$ cat src/rtl/elgamal_pkg.sv
// rtl/elgamal_pkg.sv - shared types and constants for the ElGamal datapath
package elgamal_pkg;

  // Default dividend width of the modular reducer.
  localparam int SIZE_DEF = 32;

  // Reducer FSM encoding.
  typedef enum logic [1:0] {
    IDLE = 2'd0,
    CALC = 2'd1,
    DONE = 2'd2
  } state_t;

  // Quotient reported for a zero divisor. It is kept wide enough for any
  // supported SIZE; users truncate it to their own width.
  localparam logic [63:0] DIV0_QUOT = '1;

endpackage

$ cat src/rtl/mod_reduce_32_if.sv
// rtl/mod_reduce_32_if.sv - operand and result streams of the modular reducer
interface mod_reduce_32_if #(
  parameter int SIZE = 32
);

  localparam int HALF = SIZE / 2;

  // Dividend (product) stream.
  logic [SIZE-1:0] input_a_tdata;
  logic            input_a_tvalid;
  logic            input_a_tready;

  // Divisor (modulus) stream.
  logic [HALF-1:0] input_b_tdata;
  logic            input_b_tvalid;
  logic            input_b_tready;

  // Result stream: remainder, quotient and divide-by-zero flag.
  logic [HALF-1:0] output_tdata;
  logic [SIZE-1:0] output_quot_tdata;
  logic            output_tuser;
  logic            output_tvalid;
  logic            output_tready;

  // Reducer side.
  modport slave (
    input  input_a_tdata, input_a_tvalid,
    output input_a_tready,
    input  input_b_tdata, input_b_tvalid,
    output input_b_tready,
    output output_tdata, output_quot_tdata, output_tuser, output_tvalid,
    input  output_tready
  );

  // Producer/consumer side.
  modport master (
    output input_a_tdata, input_a_tvalid,
    input  input_a_tready,
    output input_b_tdata, input_b_tvalid,
    input  input_b_tready,
    input  output_tdata, output_quot_tdata, output_tuser, output_tvalid,
    output output_tready
  );

endinterface

$ cat src/rtl/mod_reduce_32_div_step.sv
// rtl/mod_reduce_32_div_step.sv - one restoring-division step
module div_step #(
  parameter int HALF = 16
) (
  input  logic [HALF:0]   r_i,
  input  logic            msb_i,
  input  logic [HALF-1:0] divisor_i,
  output logic [HALF:0]   r_o,
  output logic            q_bit_o
);

  logic [HALF:0] r_next;
  logic [HALF:0] dvs_ext;

  // Shift the next dividend bit into the partial remainder and subtract the
  // divisor when it fits. The extra top bit keeps the compare exact when the
  // shifted remainder overflows HALF bits.
  always_comb begin
    r_next  = (HALF+1)'({r_i, msb_i});
    dvs_ext = {1'b0, divisor_i};
    q_bit_o = (r_next >= dvs_ext);
    r_o     = q_bit_o ? (r_next - dvs_ext) : r_next;
  end

endmodule

$ cat src/rtl/mod_reduce_32.sv
// rtl/mod_reduce_32.sv - iterative restoring divider returning quotient and remainder
module mod_reduce_32
  import elgamal_pkg::*;
#(
  parameter int SIZE = SIZE_DEF
) (
  input logic          clk,
  input logic          rst,
  mod_reduce_32_if.slave bus
);

  localparam int HALF = SIZE / 2;
  localparam int CW   = $clog2(SIZE);

  state_t          state_q, state_d;
  logic [SIZE-1:0] dvd_q, dvd_d;
  logic [HALF-1:0] dvs_q, dvs_d;
  logic [HALF:0]   r_q, r_d;
  logic [CW-1:0]   cnt_q, cnt_d;
  logic [SIZE-1:0] quot_q, quot_d;
  logic [HALF-1:0] rem_q, rem_d;
  logic            tuser_q, tuser_d;
  logic            tvalid_q, tvalid_d;

  logic            accept;
  logic            div_zero;
  logic [HALF:0]   step_r;
  logic            step_q;

  div_step #(.HALF(HALF)) u_step (
    .r_i       (r_q),
    .msb_i     (dvd_q[SIZE-1]),
    .divisor_i (dvs_q),
    .r_o       (step_r),
    .q_bit_o   (step_q)
  );

  // Both operands are taken together, and only while idle.
  always_comb begin
    bus.input_a_tready = (state_q == IDLE) && bus.input_b_tvalid;
    bus.input_b_tready = (state_q == IDLE) && bus.input_a_tvalid;
    accept   = (state_q == IDLE) && bus.input_a_tvalid && bus.input_b_tvalid;
    div_zero = (bus.input_b_tdata == '0);
  end

  // Next-state and datapath: load on acceptance, one quotient bit per CALC
  // cycle, hold results in DONE until the consumer takes them.
  always_comb begin
    state_d  = state_q;
    dvd_d    = dvd_q;
    dvs_d    = dvs_q;
    r_d      = r_q;
    cnt_d    = cnt_q;
    quot_d   = quot_q;
    rem_d    = rem_q;
    tuser_d  = tuser_q;
    case (state_q)
      IDLE: begin
        if (accept) begin
          dvd_d = bus.input_a_tdata;
          dvs_d = bus.input_b_tdata;
          r_d   = '0;
          cnt_d = CW'(SIZE - 1);
          if (div_zero) begin
            state_d = DONE;
            quot_d  = SIZE'(DIV0_QUOT);
            rem_d   = bus.input_a_tdata[HALF-1:0];
            tuser_d = 1'b1;
          end else begin
            state_d = CALC;
            quot_d  = '0;
            tuser_d = 1'b0;
          end
        end
      end
      CALC: begin
        dvd_d  = {dvd_q[SIZE-2:0], 1'b0};
        r_d    = step_r;
        quot_d = {quot_q[SIZE-2:0], step_q};
        if (cnt_q == '0) begin
          state_d = DONE;
          rem_d   = step_r[HALF-1:0];
        end else begin
          cnt_d = cnt_q - CW'(1);
        end
      end
      DONE: begin
        if (bus.output_tready) begin
          state_d = IDLE;
        end
      end
      default: state_d = IDLE;
    endcase
    tvalid_d = (state_d == DONE);
  end

  // State and datapath registers; reset drops any in-flight operation.
  always_ff @(posedge clk) begin
    if (rst) begin
      state_q  <= IDLE;
      dvd_q    <= '0;
      dvs_q    <= '0;
      r_q      <= '0;
      cnt_q    <= '0;
      quot_q   <= '0;
      rem_q    <= '0;
      tuser_q  <= 1'b0;
      tvalid_q <= 1'b0;
    end else begin
      state_q  <= state_d;
      dvd_q    <= dvd_d;
      dvs_q    <= dvs_d;
      r_q      <= r_d;
      cnt_q    <= cnt_d;
      quot_q   <= quot_d;
      rem_q    <= rem_d;
      tuser_q  <= tuser_d;
      tvalid_q <= tvalid_d;
    end
  end

  // Result stream comes straight from the registers.
  always_comb begin
    bus.output_tdata      = rem_q;
    bus.output_quot_tdata = quot_q;
    bus.output_tuser      = tuser_q;
    bus.output_tvalid     = tvalid_q;
  end

endmodule

$ cat src/flat_wrapper.sv
// flat-port wrapper written by rule: the top's interface ports become plain ports
module mod_reduce_32_flat import elgamal_pkg::*;
#(
  parameter int SIZE = SIZE_DEF
)
  (clk, rst, bus_input_a_tdata, bus_input_a_tvalid, bus_input_a_tready, bus_input_b_tdata, bus_input_b_tvalid, bus_input_b_tready, bus_output_tdata, bus_output_quot_tdata, bus_output_tuser, bus_output_tvalid, bus_output_tready);
  mod_reduce_32_if #(.SIZE(SIZE)) bus_i ();
  input logic clk;
  input logic rst;
  input wire logic [$bits(bus_i.input_a_tdata)-1:0] bus_input_a_tdata;
  input wire logic [$bits(bus_i.input_a_tvalid)-1:0] bus_input_a_tvalid;
  output wire logic [$bits(bus_i.input_a_tready)-1:0] bus_input_a_tready;
  input wire logic [$bits(bus_i.input_b_tdata)-1:0] bus_input_b_tdata;
  input wire logic [$bits(bus_i.input_b_tvalid)-1:0] bus_input_b_tvalid;
  output wire logic [$bits(bus_i.input_b_tready)-1:0] bus_input_b_tready;
  output wire logic [$bits(bus_i.output_tdata)-1:0] bus_output_tdata;
  output wire logic [$bits(bus_i.output_quot_tdata)-1:0] bus_output_quot_tdata;
  output wire logic [$bits(bus_i.output_tuser)-1:0] bus_output_tuser;
  output wire logic [$bits(bus_i.output_tvalid)-1:0] bus_output_tvalid;
  input wire logic [$bits(bus_i.output_tready)-1:0] bus_output_tready;
  assign bus_i.input_a_tdata = bus_input_a_tdata;
  assign bus_i.input_a_tvalid = bus_input_a_tvalid;
  assign bus_input_a_tready = bus_i.input_a_tready;
  assign bus_i.input_b_tdata = bus_input_b_tdata;
  assign bus_i.input_b_tvalid = bus_input_b_tvalid;
  assign bus_input_b_tready = bus_i.input_b_tready;
  assign bus_output_tdata = bus_i.output_tdata;
  assign bus_output_quot_tdata = bus_i.output_quot_tdata;
  assign bus_output_tuser = bus_i.output_tuser;
  assign bus_output_tvalid = bus_i.output_tvalid;
  assign bus_i.output_tready = bus_output_tready;
  mod_reduce_32 #(.SIZE(SIZE)) u_core (.clk(clk), .rst(rst), .bus(bus_i));
endmodule
$ cat config.mk
export PLATFORM = sky130hd
export DESIGN_NAME = mod_reduce_32_flat
export DESIGN_NICKNAME = d
export VERILOG_FILES = /design/src/rtl/elgamal_pkg.sv /design/src/rtl/mod_reduce_32_if.sv /design/src/rtl/mod_reduce_32_div_step.sv /design/src/rtl/mod_reduce_32.sv /design/src/flat_wrapper.sv
export SDC_FILE = /design/constraint.sdc
export NUM_CORES = 1
export LEC_CHECK = 0
export CORE_MARGIN = 1
export CORE_UTILIZATION = 55
export DETAILED_ROUTE_END_ITERATION = 7
export HOLD_SLACK_MARGIN = 0.1
export PLACE_DENSITY = 0.83
export SYNTH_ARGS = -nofsm -noshare
export SYNTH_HDL_FRONTEND = slang
export SYNTH_SLANG_ARGS = --single-unit
export TNS_END_PERCENT = 10
$ cat constraint.sdc
create_clock -name clk -period 3.5 [get_ports clk]
set_input_delay 0.35 -clock clk [delete_from_list [all_inputs] [get_ports clk]]
set_output_delay 0.35 -clock clk [all_outputs]
set_load 0.02 [all_outputs]
# Word-level counts from Yosys, hierarchy flattened
# Cells that the tools add are included.
classes:
  n_reduce_logical: 11
  n_lt_le_gt_ge: 1
  n_mux: 21
  eq_ne: 7
  n_addsub: 2
ops:
  columns: ["op", "n"]
  rows:
  - ["case mux 32 bit (2 select lines)", 2]
  - ["two-way mux 32 bit", 3]
  - ["two-way mux 16 bit", 5]
  - ["case mux 16 bit (2 select lines)", 2]
  - [">= comparator 17 x 16 -> 1 bit", 1]
  - ["zero test 16 bit", 1]
  - ["subtractor 16 bit", 1]
  - ["two-way mux 5 bit", 2]
  - ["case mux 5 bit (2 select lines)", 1]
  - ["two-way mux 2 bit", 4]
  - ["inequality test 2 x 1 -> 1 bit (second input constant)", 3]
  - ["case mux 2 bit (3 select lines)", 1]
  - ["zero test 5 bit", 1]
  - ["subtractor 5 x 1 -> 5 bit (second input constant)", 1]
  - ["equality test 2 bit (second input constant)", 2]
  - ["AND reduction 2 bit", 2]
  - ["AND reduction 4 bit", 1]
  - ["logical AND 1 bit", 3]
  - ["AND reduction 3 bit", 1]
  - ["equality test 2 x 1 -> 1 bit (second input constant)", 1]
  - ["zero test 2 bit", 1]
  - ["inequality test 2 bit (second input constant)", 1]
  - ["nonzero test 2 bit", 1]
  - ["two-way mux 1 bit", 1]
word_totals:
  inputBits: 53
  reg_bits: 121
  elab_cells: 51

# Logic depth before layout (Yosys ltp)
# Gate-level depths: netlist of the first run.
depth:
  depth_word: 6
  mapped_depth: 11

# By module
# A second synthesis of the first run with hierarchy kept.
hier_totals:
  cells_unflattened: 663
  area_unflattened_um2: 5705.5
by_module_without_submodules:
  columns: ["module", "n_inst", "cells_each", "area_each_um2", "seq_area_each_um2"]
  rows:
  - ["mod_reduce_32", 1, 526, 4638.2, 2442.3]
  - ["div_step", 1, 137, 1067.3, 0.0]

# Least setup slack after synthesis of the first run
# Ideal clock, no wire load.
synth_path:
  path_kind: "register to register"
  startpoint: "reg u_core.dvd_q[31]"
  endpoint: "reg u_core.rem_q[14], in the netlist u_core.bus.output_tdata[14]"
  period_less_slack_ns: 2.156
  path_stages_with_launch: 12
  setup_time_ns: 0.134
  required_ns: 3.366
  slack_ns: 1.344
  t_arrival_ns: 2.022
  cell_sequence: "dfxtp_1 > inv_1 > ha_1 > inv_1 > fa_1 > a21oi_1 > o2bb2ai_1 > o21ai_0 > o21ai_0 > xor2_1 > mux2i_1 > a211oi_1"
synth_via:
  elab_chain_len: 4
  word_cells_on_any_way: 5
  cone_classes: "add/sub (1); order compare (1); mux (3)"
synth_rtl:
  columns: ["element", "line_no", "source"]
  rows:
  - ["start, declared", "mod_reduce_32.sv:16", "logic [SIZE-1:0] dvd_q, dvd_d;"]
  - ["start signal, assigned", "mod_reduce_32.sv:111", "dvd_q <= dvd_d;"]
  - ["subtractor 16 bit or >= comparator 17 x 16 -> 1 bit (tied branches)", "mod_reduce_32_div_step.sv:22, mod_reduce_32_div_step.sv:21", null]
  - ["two-way mux 16 bit (*)", "mod_reduce_32_div_step.sv:22", "r_o = q_bit_o ? (r_next - dvs_ext) : r_next;"]
  - ["two-way mux 16 bit (*)", "mod_reduce_32.sv:80", "if (cnt_q == '0) begin"]
  - ["case mux 16 bit (2 select lines) (*)", "mod_reduce_32.sv:57", "case (state_q)"]
  - ["end signal, assigned", "mod_reduce_32.sv:116", "rem_q <= rem_d;"]
  - ["end, declared", "mod_reduce_32.sv:21", "logic [HALF-1:0] rem_q, rem_d;"]
# Every way passes the cells marked *; elsewhere a longest branch is shown, timed or not. The select of a mux whose other input is x is not followed.
# A chain may end at the register's enable or synchronous reset.

# Final worst setup path of the first run
layout_path:
  startpoint: "reg u_core.dvs_q[14]"
  endpoint: "reg u_core.rem_q[3], in the netlist u_core.bus.output_tdata[3]"
layout_via:
  elab_chain_len: 4
layout_rtl:
  columns: ["element", "line_no", "source"]
  rows:
  - ["start, declared", "mod_reduce_32.sv:17", "logic [HALF-1:0] dvs_q, dvs_d;"]
  - ["start signal, assigned", "mod_reduce_32.sv:112", "dvs_q <= dvs_d;"]
  - [">= comparator 17 x 16 -> 1 bit", "mod_reduce_32_div_step.sv:21", "q_bit_o = (r_next >= dvs_ext);"]
  - ["two-way mux 16 bit", "mod_reduce_32_div_step.sv:22", null]
  - ["two-way mux 16 bit", "mod_reduce_32.sv:80", null]
  - ["case mux 16 bit (2 select lines)", "mod_reduce_32.sv:57", null]
# Every way passes these cells. The select of a mux whose other input is x is not followed.

==> reports/qor.txt, run 1 <==
status: finished, final reports clean
std cell rows: 36
initial antenna violation count: 0
synthesized net count: 778
Skew-Pair Late Insertion Delay: 530 ps
H-tree depth: 4
die area: 10800 µm²
Crit Path Category: reg2reg
slowest stage delay, CP: 540 ps
Synth area leaders: dfxtp_1, nor2_1, nand2_1, a221oi_1, ha_1
overall routing resource usage: 30.7%
Die Y-Extent: 104 µm
first-pass GRT wire length: 26600 µm
met3 GRT Util: 7.39%
fin crit share: 74.4%
Min-Delay Path Depth: 2
hold_buf cts: 0
Comb power frac: 33.8%
Worst Tran Pin Value: 594 ps
Post-CTS Setup Bufs: 0
CP startpoint kind: flop
WP data arrival: 3020 ps
Psw: 0.00181 W
final setup fails: 0
# DRC: 0
drt first pass iters: 6
Clock Tree Buf Depth: 2
Worst Hold Launch: rst
register area share after synthesis: 42.2%
Slew Viols, Final: 0
Yosys cell types: 63
DRT iter0 DRCs: 427
cell area after technology mapping: 5730 µm²
routed vias/inst: 6.07
Clk pin slew, worst setup/hold paths: 60 ps
Slew headroom: 60.2%
Max Clk Rate: 384 MHz
Hold Path Class: in2reg
Clock power frac: 34.7%
largest net degree at the start of global routing: 51
Synth Instances: 706
P_int: 0.00318 W
post-layout utilization of the core: 74.7%
dominant synthesized flop cell: dfxtp_1
starting density of the core: 57.6%
synthesis-to-layout area growth: 29.7%
hold_ws: 297 ps
global route total overflow: 0
final hold violation count: 0
Std-Cell Core Area: 9950 µm²
LEAKAGE: 2.84 nW
reg2reg start: u_core.dvs_q[14]$_SDFFE_PP0P_
PortBufs: 104
FF-to-FF End: u_core.bus.output_tdata[3]$_SDFFE_PP0P_
flops & latches, synth: 121
via count: 5710
pwr dens: 672 nW/µm²
RSZ-0062 raised after global routing: no
Most common cell on crit path: nand2_1
worst-case reg-to-reg path depth: 9
Num CTS Buffers: 17
Flop pwr share: 31.6%
maxcap violations: 0
die width: 104 µm
busiest grt layer: met2
Final HPWL DP: 11200 µm
setup TNS: 0 ps
worst path cell trace: inv_1, ha_1, nand2_1, nand2_1, a211oi_1, o21ai_2, nor2_2, nand3_1, a311oi_1
Detail Route Antenna Nets: 0
Filler Cell Count: 744
dpl cell area: 6860 µm²
met2 GRT Util: 49.9%
final WL: 16400 µm
final setup margin: 894 ps
Max FO, Critical Path: 8
cts repair resizes: 0
post-route cell area: 7440 µm²
fraction of registers with async set/reset: 0%
Tmin final: 2610 ps
CP max-delay cell: a211oi_1
Root Driver: clkbuf_8
Worst Hold Endpoint: u_core.bus.output_quot_tdata[11]$_SDFFE_PP0P_
Sw Share: 36.3%
CTS tree: done
clock tree sinks: 121
Final nets: 866
Synth top area share: 42.2%
Placer Congestion: 0.932
critical path required time: 3920 ps
vias in the first global route: 5396
routing usage on met1: 39.7%
dpl ws: 870 ps
synthesized area per cell: 8.12 µm²
commonest cells in the netlist: dfxtp_1, nor2_1, nand2_1, a21oi_1, clkbuf_1
clk_skew: 9.21 ps
drt wl/cell: 17.5 µm
Post-synth EDFFs: 0
R2R Setup Slk: 890 ps
Yosys warning total: 0
ant diodes: 0
Worst VDD drop: 0.000349 V
Ports: 105
largest area contributor in the netlist: dfxtp_1
share of layout cells above drive strength 1: 7.06%
CP endpoint kind: flop
## placed cells by master (no fill, tap or decap), types with 16 or more instances in the layout
cell type | synthesis | routed
nor4_1 | 20 | 20
o21ai_0 | 23 | 23
ha_1 | 18 | 18
clkbuf_16 | 0 | 16
inv_1 | 24 | 24
nand2_1 | 95 | 95
a311oi_1 | 19 | 19
dfxtp_1 | 121 | 121
a221oi_1 | 32 | 32
a21oi_1 | 39 | 39
clkdlybuf4s50_1 | 0 | 103
nor2_1 | 121 | 120
## sequential cells by signal, indices dropped and copies added (netlist names)
register                      count
u_core.bus.output_tvalid          1
u_core.state_q                    2
u_core.bus.output_tdata          16
u_core.r_q                       16
u_core.bus.output_quot_tdata     32
u_core.cnt_q                      5
u_core.dvd_q                     32
u_core.dvs_q                     16
u_core.bus.output_tuser           1
## worst max path at each step
stage                                  startpoint                                       end
finish              u_core.dvs_q[14]$_SDFFE_PP0P_   u_core.bus.output_tdata[3]$_SDFFE_PP0P_
global route        u_core.dvs_q[14]$_SDFFE_PP0P_   u_core.bus.output_tdata[3]$_SDFFE_PP0P_
CTS                 u_core.dvs_q[14]$_SDFFE_PP0P_   u_core.bus.output_tdata[3]$_SDFFE_PP0P_
detailed placement           bus_input_b_tdata[2]   u_core.bus.output_tdata[3]$_SDFFE_PP0P_
global placement             bus_input_b_tdata[2]   u_core.bus.output_tdata[5]$_SDFFE_PP0P_
floorplan           u_core.dvd_q[31]$_SDFFE_PP0P_  u_core.bus.output_tdata[14]$_SDFFE_PP0P_
## power groups by stage
stage                     clock, W  combinational [W]  sequential [W]
after floorplan                  0            0.00124         0.00160
after global placement           0            0.00160         0.00160
after detailed placement         0            0.00164         0.00160
after CTS                  0.00173            0.00166         0.00157
after global routing       0.00180            0.00182         0.00159
final                      0.00173            0.00169         0.00158
## layer usage
metal,part of all wire [%],wire length [µm]
met1,44,7220
met2,48,7820
met3,6.7,1100
met4,1.7,286
met5,0,0
## metrics by stage
step,cells,total power (W)
4_1_cts,940,0.00497
5_1_grt,940,0.00521
3_3_place_gp,908,0.00320
3_5_place_dp,908,0.00325
2_1_floorplan,706,0.00284
6_report,940,0.00500
## critical path, delay by kind of cell (launching register included)
| kind | cells | cell delay (ps) |
|---|---|---|
| buf+inv | 1 | 50 |
| fa+ha+maj | 1 | 340 |
| flops | 1 | 330 |
| simple gates | 4 | 680 |
| compound gates | 3 | 1090 |
## kinds of logic after synthesis
kind of cell,Yosys count,share of synthesized area (%)
xor gates and xnor gates,13,1.99
and+or+nand+nor,299,23.2
buffers and inverters,71,4.89
muxes,12,2.09
adders and majority gates,19,4.28
DFF,121,42.2
AOI/OAI and AO/OA,171,21.3
## cell type report
cell class | instances | area (µm²) | share of cell area [%]
Clock inverter | 14 | 164 | 2.20
Multi-Input combinational cell | 514 | 3050 | 41.0
Clock buffer | 18 | 418 | 5.62
Timing Repair Buffer | 116 | 1130 | 15.2
Tap cell | 133 | 166 | 2.24
Inverter | 24 | 90.1 | 1.21
Sequential cell | 121 | 2420 | 32.6
No activity file was read; power rests on OpenSTA's default activity.
==> run 2, diff against run 1 <==
--- a/config.mk
+++ b/config.mk
@@ -6,10 +6,10 @@
 export NUM_CORES = 1
 export LEC_CHECK = 0
 export CORE_MARGIN = 1
-export CORE_UTILIZATION = 55
+export CORE_UTILIZATION = 53
 export DETAILED_ROUTE_END_ITERATION = 7
 export HOLD_SLACK_MARGIN = 0.1
-export PLACE_DENSITY = 0.83
+export PLACE_DENSITY = 0.81
 export SYNTH_ARGS = -nofsm -noshare
 export SYNTH_HDL_FRONTEND = slang
 export SYNTH_SLANG_ARGS = --single-unit
==> constraint.sdc (replaced) <==
create_clock -name clk -period 2.5 [get_ports clk]
set_input_delay 0.25 -clock clk [delete_from_list [all_inputs] [get_ports clk]]
set_output_delay 0.25 -clock clk [all_outputs]
set_load 0.02 [all_outputs]
==> run 2 against run 1 <==
- clock power increased by 32%
- worst setup slack lost 800 ps
- routed wire length increased by 2.3%
- power is 47% higher
- maximum frequency grew 8.4%
- sequential share of layout area down 1.1 points
- highest routed layer unchanged
==> reports/qor.txt, run 2 (synthesis gave the netlist of run 1 again) <==
initial antenna violation count: 0
Max Clk Rate: 416 MHz
ant diodes: 0
Root Driver: clkbuf_8
Crit Path Category: reg2reg
maxcap violations: 0
overall routing resource usage: 30.3%
global route total overflow: 0
std cell rows: 37
Detail Route Antenna Nets: 0
drt first pass iters: 5
PortBufs: 104
RSZ-0062 raised after global routing: yes
post-layout utilization of the core: 74.0%
Worst VDD drop: 0.000678 V
Slew headroom: 52.3%
final hold violation count: 0
Skew-Pair Late Insertion Delay: 530 ps
Ports: 105
synthesis-to-layout area growth: 34.5%
pwr dens: 954 nW/µm²
Pwr Total: 0.00735 W
clock tree sinks: 121
Max FO, Critical Path: 8
die width: 106 µm
H-tree depth: 4
Num CTS Buffers: 17
LEAKAGE: 2.93 nW
critical path required time: 2930 ps
setup TNS: 0 ps
clk_skew: 6.91 ps
Flop pwr share: 30.2%
final setup fails: 0
Tmin final: 2400 ps
Hold Path Class: in2reg
Comb power frac: 38.9%
Clk pin slew, worst setup/hold paths: 60 ps
CP startpoint kind: flop
most frequent cells in the layout: dfxtp_1, nor2_1, clkdlybuf4s50_1
CTS tree: done
# DRC: 0
status: finished, final reports clean
CP endpoint kind: flop
final WL: 16800 µm
routed vias/inst: 6.06
commonest non-fill, non-tap cell in the layout: dfxtp_1
DRT iter0 DRCs: 473
share of layout cells above drive strength 1: 10.7%
Psw: 0.00263 W
WP data arrival: 2830 ps
starting density of the core: 55.1%
Sw Share: 35.8%
Filler Cell Count: 770
hold_buf cts: 0
die area: 11200 µm²
first-pass GRT wire length: 27000 µm
fin crit share: 96.1%
R2R Setup Slk: 100 ps
Final nets: 883
Std-Cell Core Area: 10400 µm²
Clock Tree Buf Depth: 2
Clock power frac: 30.9%
Placer Congestion: 0.948
Die Y-Extent: 106 µm
vias in the first global route: 5508
via count: 5814
Final HPWL DP: 11600 µm
hold_ws: 264 ps
P_int: 0.00472 W
largest net degree at the start of global routing: 71
drt wl/cell: 17.5 µm
Slew Viols, Final: 0
Worst Tran Pin Value: 716 ps
[run 2: cell count changes in the layout (fill, tap and decap cells not counted), moves of 2 or more]
cell      delta
ha_1         -6
clkinv_2     +3
buf_12       +2
buf_4       +15
ha_4         +6
inv_6        -2
[run 2: critical path: stages (launching register included)]
cell and delay [ps]:
dfxtp_1 370, inv_1 90, ha_4 300, nand4_1 160
nor4_2 300, nor2_1 100, o21ai_2 340, nor2_4 130
or3_1 320, a311oi_1 210
[run 2: power groups by stage]
stage                     Sequential [W]  Combinational [W]  Clock [W]
after floorplan                  0.00224            0.00173          0
after global placement           0.00224            0.00243          0
after detailed placement         0.00224            0.00249          0
after CTS                        0.00221            0.00252    0.00229
after global routing             0.00223            0.00307    0.00238
final                            0.00222            0.00286    0.00228
[run 2: per-layer routing]
metal / routed length, µm / track usage, %
met2: 8080 / 49.2
met1: 7160 / 39.0
met5: 0 / 0
met4: 420 / 13.1
met3: 1160 / 6.38
[run 2: final timing paths]
kind	cells past startpoint	to	start
hold reg to reg	2	u_core.dvs_q[2]$_SDFFE_PP0P_	u_core.dvs_q[2]$_SDFFE_PP0P_
setup / recovery	9	u_core.bus.output_tdata[0]$_SDFFE_PP0P_	u_core.dvs_q[9]$_SDFFE_PP0P_
setup reg to reg	9	u_core.bus.output_tdata[0]$_SDFFE_PP0P_	u_core.dvs_q[9]$_SDFFE_PP0P_
hold / removal	2	u_core.bus.output_quot_tdata[12]$_SDFFE_PP0P_	rst
[run 2: cell type report]
type | instances | area [µm²] | share of cell area, %
Clock buffer | 19 | 432 | 5.60
Sequential cell | 121 | 2420 | 31.4
Inverter | 24 | 90.1 | 1.17
Clock inverter | 13 | 119 | 1.54
Timing Repair Buffer | 133 | 1280 | 16.6
Tap cell | 136 | 170 | 2.21
Multi-Input combinational cell | 514 | 3200 | 41.4
[run 2: repair_timing]
action	CTS	global route
setup endpoints to repair	0	26
gates resized for setup	0	24
setup buffers	0	4
[run 2: metrics by stage]
step	worst slack [ps]	instance area, µm²	std cells
4_1_cts	57.2	7530	956
6_report	96.8	7710	960
3_5_place_dp	23.5	6980	924
5_1_grt	-12.0	7710	960
3_3_place_gp	50.8	6980	924
2_1_floorplan	344	5730	706
